--- src/rtl/cart_map_arbiter_pkg.sv ---
// Shared types and constants for the cartridge mapper arbiter.
package cart_map_pkg;

  // Arbiter phases: normal ownership, waiting for the owner to go idle,
  // and the blanking gap before the new owner is connected.
  typedef enum logic [1:0] {
    RUN   = 2'd0,
    DRAIN = 2'd1,
    BLANK = 2'd2
  } state_e;

  // Channel numbering as seen on sel_idx.
  localparam int CH_DLH  = 0;  // default DSP / LoROM / HiROM mapper
  localparam int CH_CX4  = 1;
  localparam int CH_SDD1 = 2;
  localparam int CH_GSU  = 3;
  localparam int CH_SA1  = 4;

  // Default turbo block mask, bit i = channel i.
  localparam logic [4:0] TURBO_BLOCK_DEF = 5'b01010;

endpackage

--- src/rtl/cart_map_arbiter_onehot_dec.sv ---
// Decodes the map_active request vector into a channel index and flags
// requests that name more than one coprocessor at once.
module cart_map_onehot_dec
  import cart_map_pkg::*;
#(
  parameter int NUM_MAP = 4,
  parameter int IW      = $clog2(NUM_MAP + 1)
) (
  input  logic [NUM_MAP-1:0] map_active,
  output logic [IW-1:0]      target,
  output logic               multi_hot
);

  logic [IW-1:0] last_idx;
  logic          seen;

  // Scan the request bits; a single hit names channel i+1, anything
  // ambiguous falls back to the default channel 0.
  always_comb begin
    // NOTE: every variable written here gets a value before any branch,
    // so no path leaves it holding state and no latch is inferred.
    last_idx  = '0;
    seen      = 1'b0;
    multi_hot = 1'b0;
    for (int i = 0; i < NUM_MAP; i++) begin
      if (map_active[i]) begin
        if (seen) multi_hot = 1'b1;
        seen     = 1'b1;
        last_idx = IW'(i + 1);
      end
    end
    target = multi_hot ? '0 : last_idx;
  end

endmodule

--- src/rtl/cart_map_arbiter.sv ---
// Mapper channel arbiter: routes one of NUM_MAP+1 mapper channels onto
// the shared CPU, ROM and BSRAM ports, and hands ownership over only
// after the current owner has drained and the buses have been blanked.
module cart_map_arbiter
  import cart_map_pkg::*;
#(
  parameter int               NUM_MAP     = 4,
  parameter int               ROM_AW      = 24,
  parameter int               BSRAM_AW    = 20,
  parameter int               SETTLE_CYC  = 4,
  parameter int               DRAIN_MAX   = 64,
  parameter logic [NUM_MAP:0] TURBO_BLOCK = (NUM_MAP + 1)'(TURBO_BLOCK_DEF)
) (
  input  logic                              mclk,
  input  logic                              rst_n,
  input  logic [NUM_MAP-1:0]                map_active,
  input  logic [8*(NUM_MAP+1)-1:0]          ch_do,
  input  logic [NUM_MAP:0]                  ch_irq_n,
  input  logic [ROM_AW*(NUM_MAP+1)-1:0]     ch_rom_addr,
  input  logic [NUM_MAP:0]                  ch_rom_ce_n,
  input  logic [NUM_MAP:0]                  ch_rom_oe_n,
  input  logic [NUM_MAP:0]                  ch_rom_word,
  input  logic [BSRAM_AW*(NUM_MAP+1)-1:0]   ch_bsram_addr,
  input  logic [8*(NUM_MAP+1)-1:0]          ch_bsram_d,
  input  logic [NUM_MAP:0]                  ch_bsram_ce_n,
  input  logic [NUM_MAP:0]                  ch_bsram_oe_n,
  input  logic [NUM_MAP:0]                  ch_bsram_we_n,
  output logic [7:0]                        di,
  output logic                              irq_n,
  output logic [ROM_AW-1:0]                 rom_addr,
  output logic                              rom_ce_n,
  output logic                              rom_oe_n,
  output logic                              rom_word,
  output logic [BSRAM_AW-1:0]               bsram_addr,
  output logic [7:0]                        bsram_d,
  output logic                              bsram_ce_n,
  output logic                              bsram_oe_n,
  output logic                              bsram_we_n,
  output logic [$clog2(NUM_MAP+1)-1:0]      sel_idx,
  output logic                              switching,
  output logic                              conflict,
  output logic                              turbo_allow
);

  localparam int NCH = NUM_MAP + 1;
  localparam int SW  = $clog2(NCH);
  localparam int DCW = (DRAIN_MAX > 1) ? $clog2(DRAIN_MAX) : 1;
  localparam logic [DCW-1:0] DRAIN_LAST  = DCW'(DRAIN_MAX - 1);
  localparam logic [3:0]     SETTLE_LAST = 4'(SETTLE_CYC - 1);

  state_e           state_q, state_d;
  logic [SW-1:0]    sel_q, sel_d;
  logic [DCW-1:0]   drain_cnt_q, drain_cnt_d;
  logic [3:0]       blank_cnt_q, blank_cnt_d;
  logic             conflict_q, conflict_d;
  logic             turbo_q, turbo_d;

  logic [SW-1:0]    target;
  logic             multi_hot;
  logic [SW-1:0]    sel_eff;
  logic             blanking;
  logic             cur_idle;
  logic             cur_turbo_blk;

  logic [7:0]          m_do;
  logic                m_irq_n;
  logic [ROM_AW-1:0]   m_rom_addr;
  logic                m_rom_ce_n, m_rom_oe_n, m_rom_word;
  logic [BSRAM_AW-1:0] m_bsram_addr;
  logic [7:0]          m_bsram_d;
  logic                m_bsram_ce_n, m_bsram_oe_n, m_bsram_we_n;

  cart_map_onehot_dec #(
    .NUM_MAP (NUM_MAP),
    .IW      (SW)
  ) u_dec (
    .map_active (map_active),
    .target     (target),
    .multi_hot  (multi_hot)
  );

  // An index beyond the last channel is never produced; if it ever shows
  // up it is steered to the default channel.
  assign sel_eff  = (sel_q > SW'(NUM_MAP)) ? '0 : sel_q;
  assign blanking = (state_q == BLANK);

  // Per-channel field mux driven by the current owner, plus its turbo mask bit.
  always_comb begin
    m_do          = '0;
    m_irq_n       = 1'b1;
    m_rom_addr    = '0;
    m_rom_ce_n    = 1'b1;
    m_rom_oe_n    = 1'b1;
    m_rom_word    = 1'b0;
    m_bsram_addr  = '0;
    m_bsram_d     = '0;
    m_bsram_ce_n  = 1'b1;
    m_bsram_oe_n  = 1'b1;
    m_bsram_we_n  = 1'b1;
    cur_turbo_blk = 1'b0;
    for (int i = 0; i < NCH; i++) begin
      if (sel_eff == SW'(i)) begin
        m_do          = ch_do[i*8 +: 8];
        m_irq_n       = ch_irq_n[i];
        m_rom_addr    = ch_rom_addr[i*ROM_AW +: ROM_AW];
        m_rom_ce_n    = ch_rom_ce_n[i];
        m_rom_oe_n    = ch_rom_oe_n[i];
        m_rom_word    = ch_rom_word[i];
        m_bsram_addr  = ch_bsram_addr[i*BSRAM_AW +: BSRAM_AW];
        m_bsram_d     = ch_bsram_d[i*8 +: 8];
        m_bsram_ce_n  = ch_bsram_ce_n[i];
        m_bsram_oe_n  = ch_bsram_oe_n[i];
        m_bsram_we_n  = ch_bsram_we_n[i];
        cur_turbo_blk = TURBO_BLOCK[i];
      end
    end
  end

  // The owner is safe to detach once none of its bus strobes is active.
  assign cur_idle = m_rom_ce_n & m_bsram_ce_n & m_bsram_we_n;

  // Handover sequencing: RUN -> DRAIN (until idle or timeout) -> BLANK
  // (SETTLE_CYC cycles) -> RUN with the re-sampled target.
  always_comb begin
    state_d     = state_q;
    sel_d       = sel_q;
    drain_cnt_d = drain_cnt_q;
    blank_cnt_d = blank_cnt_q;
    conflict_d  = conflict_q | multi_hot;
    case (state_q)
      RUN: begin
        if (target != sel_eff) begin
          state_d     = DRAIN;
          drain_cnt_d = '0;
        end
      end
      DRAIN: begin
        if (target == sel_eff) begin
          state_d = RUN;
        end else if (cur_idle || (drain_cnt_q == DRAIN_LAST)) begin
          state_d     = BLANK;
          blank_cnt_d = '0;
        end else if (drain_cnt_q != DRAIN_LAST) begin
          drain_cnt_d = drain_cnt_q + 1'b1;
        end
      end
      BLANK: begin
        if (blank_cnt_q >= SETTLE_LAST) begin
          sel_d   = target;
          state_d = RUN;
        end else begin
          blank_cnt_d = blank_cnt_q + 1'b1;
        end
      end
      default: begin
        state_d = RUN;
        sel_d   = '0;
      end
    endcase
    // Turbo stays off while blanked and for the first cycle after, so the
    // new owner's permission appears one cycle after sel_idx changes.
    if ((state_q == BLANK) || (state_d == BLANK)) turbo_d = 1'b0;
    else                                          turbo_d = ~cur_turbo_blk;
  end

  // State, owner, counters and sticky flags.
  always_ff @(posedge mclk or negedge rst_n) begin
    if (!rst_n) begin
      state_q     <= RUN;
      sel_q       <= '0;
      drain_cnt_q <= '0;
      blank_cnt_q <= '0;
      conflict_q  <= 1'b0;
      turbo_q     <= ~TURBO_BLOCK[0];
    end else begin
      // NOTE: non-blocking assignments so every flop samples the values
      // from before this edge, independent of statement order.
      state_q     <= state_d;
      sel_q       <= sel_d;
      drain_cnt_q <= drain_cnt_d;
      blank_cnt_q <= blank_cnt_d;
      conflict_q  <= conflict_d;
      turbo_q     <= turbo_d;
    end
  end

  // Shared-port drive: strobes and CPU-facing signals are parked while
  // blanked, and everything is parked while reset is held.
  always_comb begin
    // NOTE: rst_n is used combinationally here so the ports go quiet the
    // instant reset asserts, not at the next clock edge.
    di         = m_do;
    irq_n      = m_irq_n;
    rom_addr   = m_rom_addr;
    rom_ce_n   = m_rom_ce_n;
    rom_oe_n   = m_rom_oe_n;
    rom_word   = m_rom_word;
    bsram_addr = m_bsram_addr;
    bsram_d    = m_bsram_d;
    bsram_ce_n = m_bsram_ce_n;
    bsram_oe_n = m_bsram_oe_n;
    bsram_we_n = m_bsram_we_n;
    if (!rst_n || blanking) begin
      di         = '0;
      irq_n      = 1'b1;
      rom_ce_n   = 1'b1;
      rom_oe_n   = 1'b1;
      bsram_ce_n = 1'b1;
      bsram_oe_n = 1'b1;
      bsram_we_n = 1'b1;
    end
    if (!rst_n) begin
      rom_addr   = '0;
      rom_word   = 1'b0;
      bsram_addr = '0;
      bsram_d    = '0;
    end
  end

  assign sel_idx     = sel_q;
  assign switching   = (state_q == DRAIN) || (state_q == BLANK);
  assign conflict    = conflict_q;
  assign turbo_allow = turbo_q;

endmodule

--- config.mk ---
export PLATFORM = sky130hd
export DESIGN_NAME = cart_map_arbiter
export DESIGN_NICKNAME = d
export VERILOG_FILES = /design/src/rtl/cart_map_arbiter_pkg.sv /design/src/rtl/cart_map_arbiter_onehot_dec.sv /design/src/rtl/cart_map_arbiter.sv
export SDC_FILE = /design/constraint.sdc
export NUM_CORES = 1
export LEC_CHECK = 0
export BUFFER_PORTS_ARGS = -buffer_cell sky130_fd_sc_hd__buf_2
export CORE_AREA = 4 4 157 159
export DETAILED_ROUTE_END_ITERATION = 12
export DIE_AREA = 0 0 161 163
export SETUP_SLACK_MARGIN = 0.1
export SLEW_MARGIN = 20
export SYNTH_ARGS = -nofsm -noshare
export SYNTH_HDL_FRONTEND = slang
export SYNTH_SLANG_ARGS = --single-unit
--- constraint.sdc ---
create_clock -name mclk -period 4.5 [get_ports mclk]
set_clock_uncertainty 0.2 [all_clocks]
set_input_delay 0.675 -clock mclk [delete_from_list [all_inputs] [get_ports mclk]]
set_output_delay 0.675 -clock mclk [all_outputs]
set_load 0.03 [all_outputs]
==> summary.txt <==
Power
  – NetSw: 0.4559 mW
  – Total Power: 1.054 mW
  – Sw Ratio: 0.4326
  – Peak supply drop: 0.1295 mV
  – LEAKAGE: 3.317 nW
  – Reg power frac: 0.211
  – Clock power frac: 0.180
  – Power Dens Cells: 146.9 nW/µm²
  – Int Power: 0.5980 mW
  – Combinational share of power: 0.609

Detailed routing
  – Vias per inst: 5.072
  – Residual DRC: 0
  – WL/cell: 18.64 µm
  – Drt total wl: 24.56 mm
  – TritonRoute pass-1 iters: 5
  – Initial DRC count: 609
  – Antenna-violating nets left: 0
  – Vias: 6685

Floorplanning
  – Die width: 161 µm
  – Die H: 163 µm
  – Site row count: 56
  – CORE AREA: 23260 µm²
  – Initial Utilization: 0.2054
  – Io pins: 414
  – Die area: 26240 µm²

Synthesis
  – Ys flop type: dfrtp_1
  – Top cell type's share of synthesized area: 0.1461
  – Synthesized instance count: 645
  – Cell Area, Synth: 4777 µm²
  – Sequential area share after synthesis: 0.08931
  – Synth cell types: 56
  – Ys async rst share: 1.000
  – Top cell type by total area after synthesis: mux2_2
  – Post-synth EDFFs: 0
  – Mean Syn Cell Area: 7.406 µm²
  – Yosys warns: 0
  – Top cells by area, synth: mux2_2, a2bb2oi_1, a211oi_1
  – Syn_nets: 992
  – #FFs+latches synth: 17

Layout
  – Commonest cells after routing, fill and taps aside: buf_2, o22ai_1, mux2_2
  – NumNets Final: 1347
  – Most common cell after layout, fill and taps aside: buf_2
  – P&R area growth vs syn: 50.16%
  – Fraction of layout cells with a size suffix above 1: 0.5035
  – Number of diodes: 0

Place
  – Worst slack at placement: 1.254 ns
  – Post-DP HPWL: 19.13 mm
  – Routability congestion estimate from global placement: 0.8646
  – PortBufs: 413

Worst setup path
  – Critical path class: flop to primary output
  – Worst path slowest cell: dfrtp_2
  – Worst Path Arrival: 2.64 ns
  – Critical Path RT: 3.62 ns
  – CP startpoint kind: flop
  – Crit. End Element: primary output
  – Critical Path Fanout Max: 40
  – Worst r2r path cells: 8
  – Critical path cell sequence: or2_1 -> nor2_4 -> buf_12 -> a2bb2oi_1 -> nor2b_1 -> buf_2
  – Critical Path Max Stage Delay: 0.62 ns

GRT
  – Met2 usage: 0.2905
  – Gr usage total: 0.1662
  – First-pass GRT wire length: 35.65 mm
  – GRT met3 Usage: 0.04024
  – Largest net degree at the start of global routing: 79
  – Number of global-route vias before repair: 6480
  – Met1 Use GR: 0.2111
  – Initial antenna violation count: 0
  – Most Crowded Layer GR: met2
  – Global route overflow: 0

Clock tree
  – Post-cts sizing count: 0
  – CTS buffer count: 3
  – CTS Root Cell: clkbuf_16
  – CTS tree: built
  – Clock Sinks: 17
  – H-Tree Depth: 1
  – Hold Buf Count CTS: 0
  – Post-CTS Setup Repair Bufs: 0
  – Clock-pin transition on the worst setup and hold timing paths: 0.06 ns
  – Worst skew pair latency: 0.26 ns
  – Max clock buf depth: 2

Run status
  – Status: finished, final reports clean

STA
  – Worst slew margin relative to its limit: 0.4399
  – Endpoints failing setup: 0
  – Hold Fails Final Rpt: 0
  – Worst slew pin tran: 0.8401 ns
  – Slack of the critical path: 0.9854 ns
  – RSZ-0062 raised after global routing: no
  – Fmax: 0.2845 GHz
  – Fin crit period: 3.515 ns
  – Tcrit/Tclk final: 0.7810
  – Sum Neg Setup Slack: 0 ns
  – Fin. max-slew vios: 0

Job
  – MaxCap Viol Count: 0

Hold path
  – Hold Path Class: primary input to async pin
metal layers:
| metal | vias to the layer above | part of all wire |
|---|---|---|
| li1 | 3229 | - |
| met2 | 313 | 0.49 |
| met4 | 0 | 0.017 |
| met1 | 3108 | 0.41 |
| met5 | - | 0 |
| met3 | 35 | 0.080 |
stage by stage:
step | cell area, µm² | cells | util | hold WS (ns)
floorplan | 4777 | 645 | - | 0.1794
global placement | 7094 | 1314 | 0.3050 | 0.2682
detailed placement | 7094 | 1314 | 0.3050 | 0.2664
CTS | 7173 | 1318 | 0.3084 | 0.2292
global route | 7173 | 1318 | 0.3084 | 0.2515
finish | 7173 | 1318 | 0.3084 | 0.2336
area by class of cell:
type                    count  area, µm²
fillers                  2541      16090
flip-flops and latches     17      435.4
repair buffers            423       2180
well taps                 319      399.1
clock buffers               4      78.83
multi-input cells         551       4065
inverters                   4      15.01
power by group through the flow:
| stage | logic (mW) | registers, mW | clock network, mW |
|---|---|---|---|
| 2_1_floorplan | 0.372 | 0.218 | 0 |
| 3_3_place_gp | 0.633 | 0.223 | 0 |
| 3_5_place_dp | 0.639 | 0.223 | 0 |
| 4_1_cts | 0.641 | 0.221 | 0.192 |
| 5_1_grt | 0.704 | 0.227 | 0.198 |
| 6_report | 0.642 | 0.222 | 0.190 |
critical path: cells and delay by family (launching register included):
family	cells	cell delay [ns]
compound gates	1	0.12
buf+inv	2	0.52
flops	1	0.62
simple gates	3	1.09
registers in the layout, indices dropped and copies added (netlist names):
| name | flops |
|---|---|
| conflict | 1 |
| state_q | 2 |
| blank_cnt_q | 4 |
| sel_idx | 3 |
| turbo_allow | 1 |
| drain_cnt_q | 6 |
Yosys cell counts (2+ instances only):
cell	n
o21a_1	61
a211oi_1	61
dfrtp_1	16
a21oi_1	17
a22o_1	3
o22ai_1	63
mux2_2	62
and3_1	2
buf_2	8
clkbuf_1	47
nor3_1	6
nand4b_1	2
o221ai_1	5
nor2_1	34
or3_1	3
o22a_1	2
o211ai_1	4
mux2i_1	7
inv_1	4
o21ai_1	6
o21ai_0	10
nand2_1	26
buf_1	17
a211o_1	2
a41oi_1	2
nand2b_1	7
nand3_1	10
nand3b_1	6
a2bb2oi_1	60
nor2b_1	61
ha_1	6
worst paths after layout:
path	startpoint	to	slack, ns
worst max-delay path	sel_idx[0]	rom_addr[5]	0.99
worst min-delay path	rst_n	blank_cnt_q[0]	0.23
worst max register to register	sel_idx[0]	turbo_allow	1.26
worst min register to register	conflict	conflict	0.28
max in group asynchronous	rst_n	sel_idx[1]	2.92
min in group mclk	conflict	conflict	0.28
cell families (layout without fill, tap and decap cells):
family | Yosys count | count (layout) | synth area share
buf+inv | 77 | 431 | 0.06338
mux | 69 | 69 | 0.1608
xor+xnor | 2 | 2 | 0.003668
simple gates | 165 | 165 | 0.1875
fa+ha+maj | 6 | 6 | 0.01571
flops | 17 | 17 | 0.08931
compound gates | 309 | 309 | 0.4796
No activity file was read; power rests on OpenSTA's default activity.
